$ cat config.mk
export PLATFORM = sky130hd
export DESIGN_NAME = alu_op_sequencer
export DESIGN_NICKNAME = d
export VERILOG_FILES = /design/src/rtl/alu_op_sequencer.sv
export SDC_FILE = /design/constraint.sdc
export NUM_CORES = 1
export LEC_CHECK = 0
export CAP_MARGIN = 20
export CORE_AREA = 2 2 114 116
export CTS_CLUSTER_DIAMETER = 50
export DETAILED_ROUTE_END_ITERATION = 8
export DIE_AREA = 0 0 116 118
export PLACE_DENSITY = 0.85
export REMOVE_ABC_BUFFERS = 1
export SLEW_MARGIN = 5
export SYNTH_ARGS = -nofsm -noshare
export SYNTH_HDL_FRONTEND = slang
export SYNTH_SLANG_ARGS = --single-unit
$ cat constraint.sdc
create_clock -name clk -period 3.65 [get_ports clk]
set_input_delay 0.73 -clock clk [delete_from_list [all_inputs] [get_ports clk]]
set_output_delay 0.73 -clock clk [all_outputs]
set_load 0.05 [all_outputs]
$ cat src/rtl/alu_op_sequencer.sv
// alu_op_sequencer: issue stage in front of TotalALU.
// Accepts one op (opcode + two operands) on a valid/ready request port, drives
// TotalALU's dataA/dataB/Signal, waits the fixed latency of the selected unit,
// captures TotalALU's Output and returns it on a valid/ready response port.
// Ops are fully serialised, so MFHI/MFLO can never overtake a MULTU.
// Ports:
//   clk, reset            clock and async active-high reset (shared with TotalALU)
//   in_valid/in_ready     request handshake; in_op/in_a/in_b request payload
//   alu_dataA/B, alu_signal  operands and function code to TotalALU (0 = NOP)
//   alu_output            TotalALU result
//   out_valid/out_ready   response handshake; out_data result, out_err illegal op
//   busy                  high whenever not IDLE
module alu_op_sequencer #(
  parameter int unsigned ALU_LAT = 2,
  parameter int unsigned MUL_LAT = 33,
  parameter int unsigned CNT_W   = 6
) (
  input  logic        clk,
  input  logic        reset,
  input  logic        in_valid,
  output logic        in_ready,
  input  logic [5:0]  in_op,
  input  logic [31:0] in_a,
  input  logic [31:0] in_b,
  output logic [31:0] alu_dataA,
  output logic [31:0] alu_dataB,
  output logic [5:0]  alu_signal,
  input  logic [31:0] alu_output,
  output logic        out_valid,
  input  logic        out_ready,
  output logic [31:0] out_data,
  output logic        out_err,
  output logic        busy
);

  localparam logic [5:0] OP_AND   = 6'b100100;
  localparam logic [5:0] OP_OR    = 6'b100101;
  localparam logic [5:0] OP_ADD   = 6'b100000;
  localparam logic [5:0] OP_SUB   = 6'b100010;
  localparam logic [5:0] OP_SLT   = 6'b101010;
  localparam logic [5:0] OP_SLL   = 6'b000010;
  localparam logic [5:0] OP_MULTU = 6'b011001;
  localparam logic [5:0] OP_MFHI  = 6'b010000;
  localparam logic [5:0] OP_MFLO  = 6'b010010;
  localparam logic [5:0] OP_NOP   = 6'b000000;

  typedef enum logic [1:0] {IDLE, EXEC, RESP} state_t;

  state_t             state, state_n;
  logic [CNT_W-1:0]   cnt, cnt_n;
  logic               in_ready_n, out_valid_n, out_err_n, busy_n;
  logic [31:0]        out_data_n, dataA_n, dataB_n;
  logic [5:0]         signal_n;

  // Opcodes TotalALU implements; anything else is answered with out_err.
  function automatic logic is_legal(input logic [5:0] op);
    case (op)
      OP_AND, OP_OR, OP_ADD, OP_SUB, OP_SLT,
      OP_SLL, OP_MULTU, OP_MFHI, OP_MFLO: is_legal = 1'b1;
      default:                            is_legal = 1'b0;
    endcase
  endfunction

  // State and output registers.
  always_ff @(posedge clk or posedge reset) begin
    if (reset) begin
      state      <= IDLE;
      cnt        <= '0;
      in_ready   <= 1'b1;
      out_valid  <= 1'b0;
      out_err    <= 1'b0;
      out_data   <= '0;
      alu_dataA  <= '0;
      alu_dataB  <= '0;
      alu_signal <= OP_NOP;
      busy       <= 1'b0;
    end else begin
      state      <= state_n;
      cnt        <= cnt_n;
      in_ready   <= in_ready_n;
      out_valid  <= out_valid_n;
      out_err    <= out_err_n;
      out_data   <= out_data_n;
      alu_dataA  <= dataA_n;
      alu_dataB  <= dataB_n;
      alu_signal <= signal_n;
      busy       <= busy_n;
    end
  end

  // Next-state and next-output logic.
  always_comb begin
    state_n    = state;
    cnt_n      = cnt;
    out_err_n  = out_err;
    out_data_n = out_data;
    dataA_n    = alu_dataA;
    dataB_n    = alu_dataB;
    signal_n   = alu_signal;

    case (state)
      IDLE: begin
        if (in_valid) begin
          dataA_n = in_a;
          dataB_n = in_b;
          if (is_legal(in_op)) begin
            signal_n  = in_op;
            out_err_n = 1'b0;
            cnt_n     = (in_op == OP_MULTU) ? CNT_W'(MUL_LAT - 1) : CNT_W'(ALU_LAT - 1);
            state_n   = EXEC;
          end else begin
            out_err_n  = 1'b1;
            out_data_n = '0;
            state_n    = RESP;
          end
        end
      end
      EXEC: begin
        if (cnt == '0) begin
          // MULTU only writes HiLo; its response carries no data.
          out_data_n = (alu_signal == OP_MULTU) ? 32'd0 : alu_output;
          signal_n   = OP_NOP;
          state_n    = RESP;
        end else begin
          cnt_n = cnt - CNT_W'(1);
        end
      end
      RESP: begin
        if (out_ready) begin
          out_err_n = 1'b0;
          state_n   = IDLE;
        end
      end
      default: state_n = IDLE;
    endcase

    // Handshake flags are registered copies of the next state.
    in_ready_n  = (state_n == IDLE);
    out_valid_n = (state_n == RESP);
    busy_n      = (state_n != IDLE);
  end

endmodule

==> summary.txt <==
Power
  – Internal: 3.93 mW
  – Pwr Density: 958 mW/mm^2
  – Leakage: 3.50 nW
  – Switching Share: 45.1%
  – Part of the power in registers: 28.7%
  – Worst vdd ir: 451 uV
  – Clock share of power: 22.7%
  – Part of the power in combinational logic: 48.6%
  – P_sw: 3.23 mW

Synth
  – Post-synth EDFFs: 0
  – Yosys top cell by area: dfrtp_1
  – Post-synthesis simple-gate area fraction: 21.4%
  – Adder-cell share of the synthesized area: 0.269%
  – Post-synth top area share: 60.7%
  – Syn Area/Cell: 10.1 sq um
  – Most common cell in the netlist: nand2_1
  – Compound-gate portion of the synthesized area: 12.8%
  – Synth warnings: 0
  – Top cells by area, synth: dfrtp_1 61%, nand2_1 17%, a22o_1 5.6%, buf_6 1.2%, inv_1 0.89%
  – Post-Synth XOR/XNOR Area: 0%
  – Largest family of logic cells by synthesized area: simple AND/OR/NAND/NOR gates
  – Asr flop ratio synth: 100%
  – Proportion of synthesized area in mux cells: 0%
  – Mapped cell area: 0.00466 sq mm
  – Yosys reg bits: 114
  – Distinct cells, synth: 53
  – Top cells by count, synth: 205 x nand2_1, 113 x dfrtp_1, 30 x a22o_1, 11 x inv_1, 10 x clkbuf_1
  – Leading register cell type out of synthesis: dfrtp_1
  – Cells after Synth: 460
  – Sequential share of the synthesized area: 61.3%

Detailed routing
  – DRT antenna net count: 0
  – Wire length per cell: 15.9 microns
  – Wirelength, routed: 13500 microns
  – Drt via density: 4.88
  – Drc violations: 0
  – 1st-iter DRT viols: 246
  – Vias: 4168
  – First-pass iteration count of the detailed router: 5

Critical path
  – Crit Path Max Fanout: 32
  – Critical path endpoint category: flip-flop
  – Crit Path Class: primary input to flip-flop
  – Required @ worst endpoint: 3.99 ns
  – Worst path arrival time: 2.82 ns
  – CP Cell Sequence: clkdlybuf4s50_1 -> nand2_2 -> a211o_1 -> a21o_4 -> a21boi_4 -> buf_4 -> a22o_1
  – Crit-path slowest cell: clkdlybuf4s50_1
  – CP max stage delay: 0.68 ns
  – Startpoint types: primary input

Clock network
  – CTS sink count: 114
  – Clock Path Buffers: 2
  – H-Tree Depth: 4
  – CTS Buf Count: 17
  – Resized Gates After CTS: 0
  – Clk root buf: clkbuf_16
  – CTS tree: done
  – CTS Hold Bufs: 0
  – Clock slew at reported path FFs: 0.05 ns
  – Postcts setup bufs: 0
  – Worst skew pair latency: 0.41 ns

Floorplan
  – I/O pins: 212
  – Die X: 116 microns
  – Rows: 41
  – Full die area: 0.0137 sq mm
  – Die Height: 118 microns
  – Initial Util: 37.5%
  – CORE AREA: 0.0124 sq mm

Timing
  – Worst Skew: 0.00882 ns
  – Least-Margin Pin Slew: 0.659 ns
  – Hold Fails Final Rpt: 0
  – # setup viols final: 0
  – Slew headroom: 56.1%
  – RSZ-0062 raised after global routing: false
  – Peak Freq: 0.404 GHz
  – Fin crit period: 2.48 ns
  – Fin. max-slew vios: 0
  – Final WS setup: 1.17 ns
  – Final Cycle Share: 67.9%
  – Hold_ws: 0.468 ns

Placement
  – IO Port Bufs: 211
  – Setup WS pre-CTS: 0.772 ns
  – DP HPWL: 9780 microns
  – Placed cell count: 823
  – GP Congestion: 0.924

Final layout
  – Final nets: 777
  – Fin cells: 854
  – Layout cells sized above 1: 8.06%
  – Layout area overhead: 60.6%
  – # diodes: 0

Global route
  – Largest net degree at the start of global routing: 66
  – Gr usage total: 20.0%
  – Antenna violations before repair: 0
  – Vias in the first global route: 4300
  – GR Overflow Total: 0
  – Wire length of the first global-routing pass: 21300 microns

Min path
  – Worst hold path class: flip-flop to flip-flop

Status
  – Status: complete, no violations

Job
  – Maxcap violations: 0
==> cell type report <==
class,instances,area (sq um)
timing repair buffer,216,2160
clock buffer,21,480
tap,172,215
inverter,11,43.8
multi-input combinational,310,1610
fill,1052,4940
sequential,114,2850
clock inverter,10,108
==> registers in the layout, summed over array words and instances, names as in the netlist <==
signal / count
alu_dataA: 32
busy: 1
in_ready: 1
alu_dataB: 32
out_data: 32
state: 2
out_valid: 1
cnt: 6
out_err: 1
alu_signal: 6
==> logic make-up after synthesis <==
kind of cell	Yosys count
fa+ha+maj	1
compound gates	68
buf+inv	36
flops	114
simple gates	241
==> cell usage in the layout (no fill, tap or decap), types with 2 or more instances in the layout <==
master	count
clkdlybuf4s50_1	211
nand2_1	205
dfrtp_1	113
a22o_1	30
clkbuf_16	17
inv_1	10
nand3_1	6
o21ai_0	5
a211oi_1	5
clkinv_2	5
nand2b_1	4
nor2_1	4
a221o_1	4
clkbuf_8	4
buf_4	4
nor4_1	3
a21oi_1	3
clkinvlp_4	3
nor3_1	2
and3_1	2
or3_1	2
o22ai_1	2
o31ai_1	2
a22o_2	2
bufinv_16	2
==> per-layer routing <==
metal  global-route usage (%)  wire length, microns  part of all wire, %  up-vias
met5                        0                     0                    0        -
met4                     9.30                   289                  2.1        0
met3                     5.36                   794                  5.9       27
met2                     35.5                  7450                   55      166
met1                     21.8                  5010                   37     2025
li1                         -                     -                    -     1950
==> power groups by stage <==
stage	combinational, mW	clock [mW]	sequential [mW]
detailed placement	3.50	0	2.07
CTS	3.51	1.66	2.06
finish	3.48	1.63	2.06
global placement	3.42	0	2.04
floorplan	0.705	0	3.56
global route	3.66	1.72	2.11
==> metrics by stage <==
| step | total power [mW] | util [%] | TNS [ns] | cell area (sq um) |
|---|---|---|---|---|
| 2_1_floorplan | 4.26 | - | -12.51 | 4500 |
| 3_3_place_gp | 5.46 | 55.5 | 0 | 6890 |
| 3_5_place_dp | 5.57 | 55.5 | 0 | 6890 |
| 4_1_cts | 7.23 | 60.2 | 0 | 7480 |
| 5_1_grt | 7.49 | 60.2 | 0 | 7480 |
| 6_report | 7.17 | 60.2 | 0 | 7480 |
==> final timing paths <==
kind                          startpoint  depth (start not counted)             to  slack, ns
hold / removal             alu_dataA[10]                          2  alu_dataA[10]       0.47
setup reg to reg                state[0]                          6   out_data[31]       1.44
setup / recovery                in_op[5]                          7   out_data[29]       1.17
min in group asynchronous          reset                          2  alu_dataB[18]       0.78
max in group asynchronous          reset                          3       in_ready       2.06
hold reg to reg            alu_dataA[10]                          2  alu_dataA[10]       0.47
==> critical path, delay by kind of cell <==
kind | cells | cell delay (ns)
buf+inv | 2 | 1.01
simple gates | 1 | 0.09
compound gates | 4 | 0.97
Note: power is estimated with default switching activity, not from simulation.
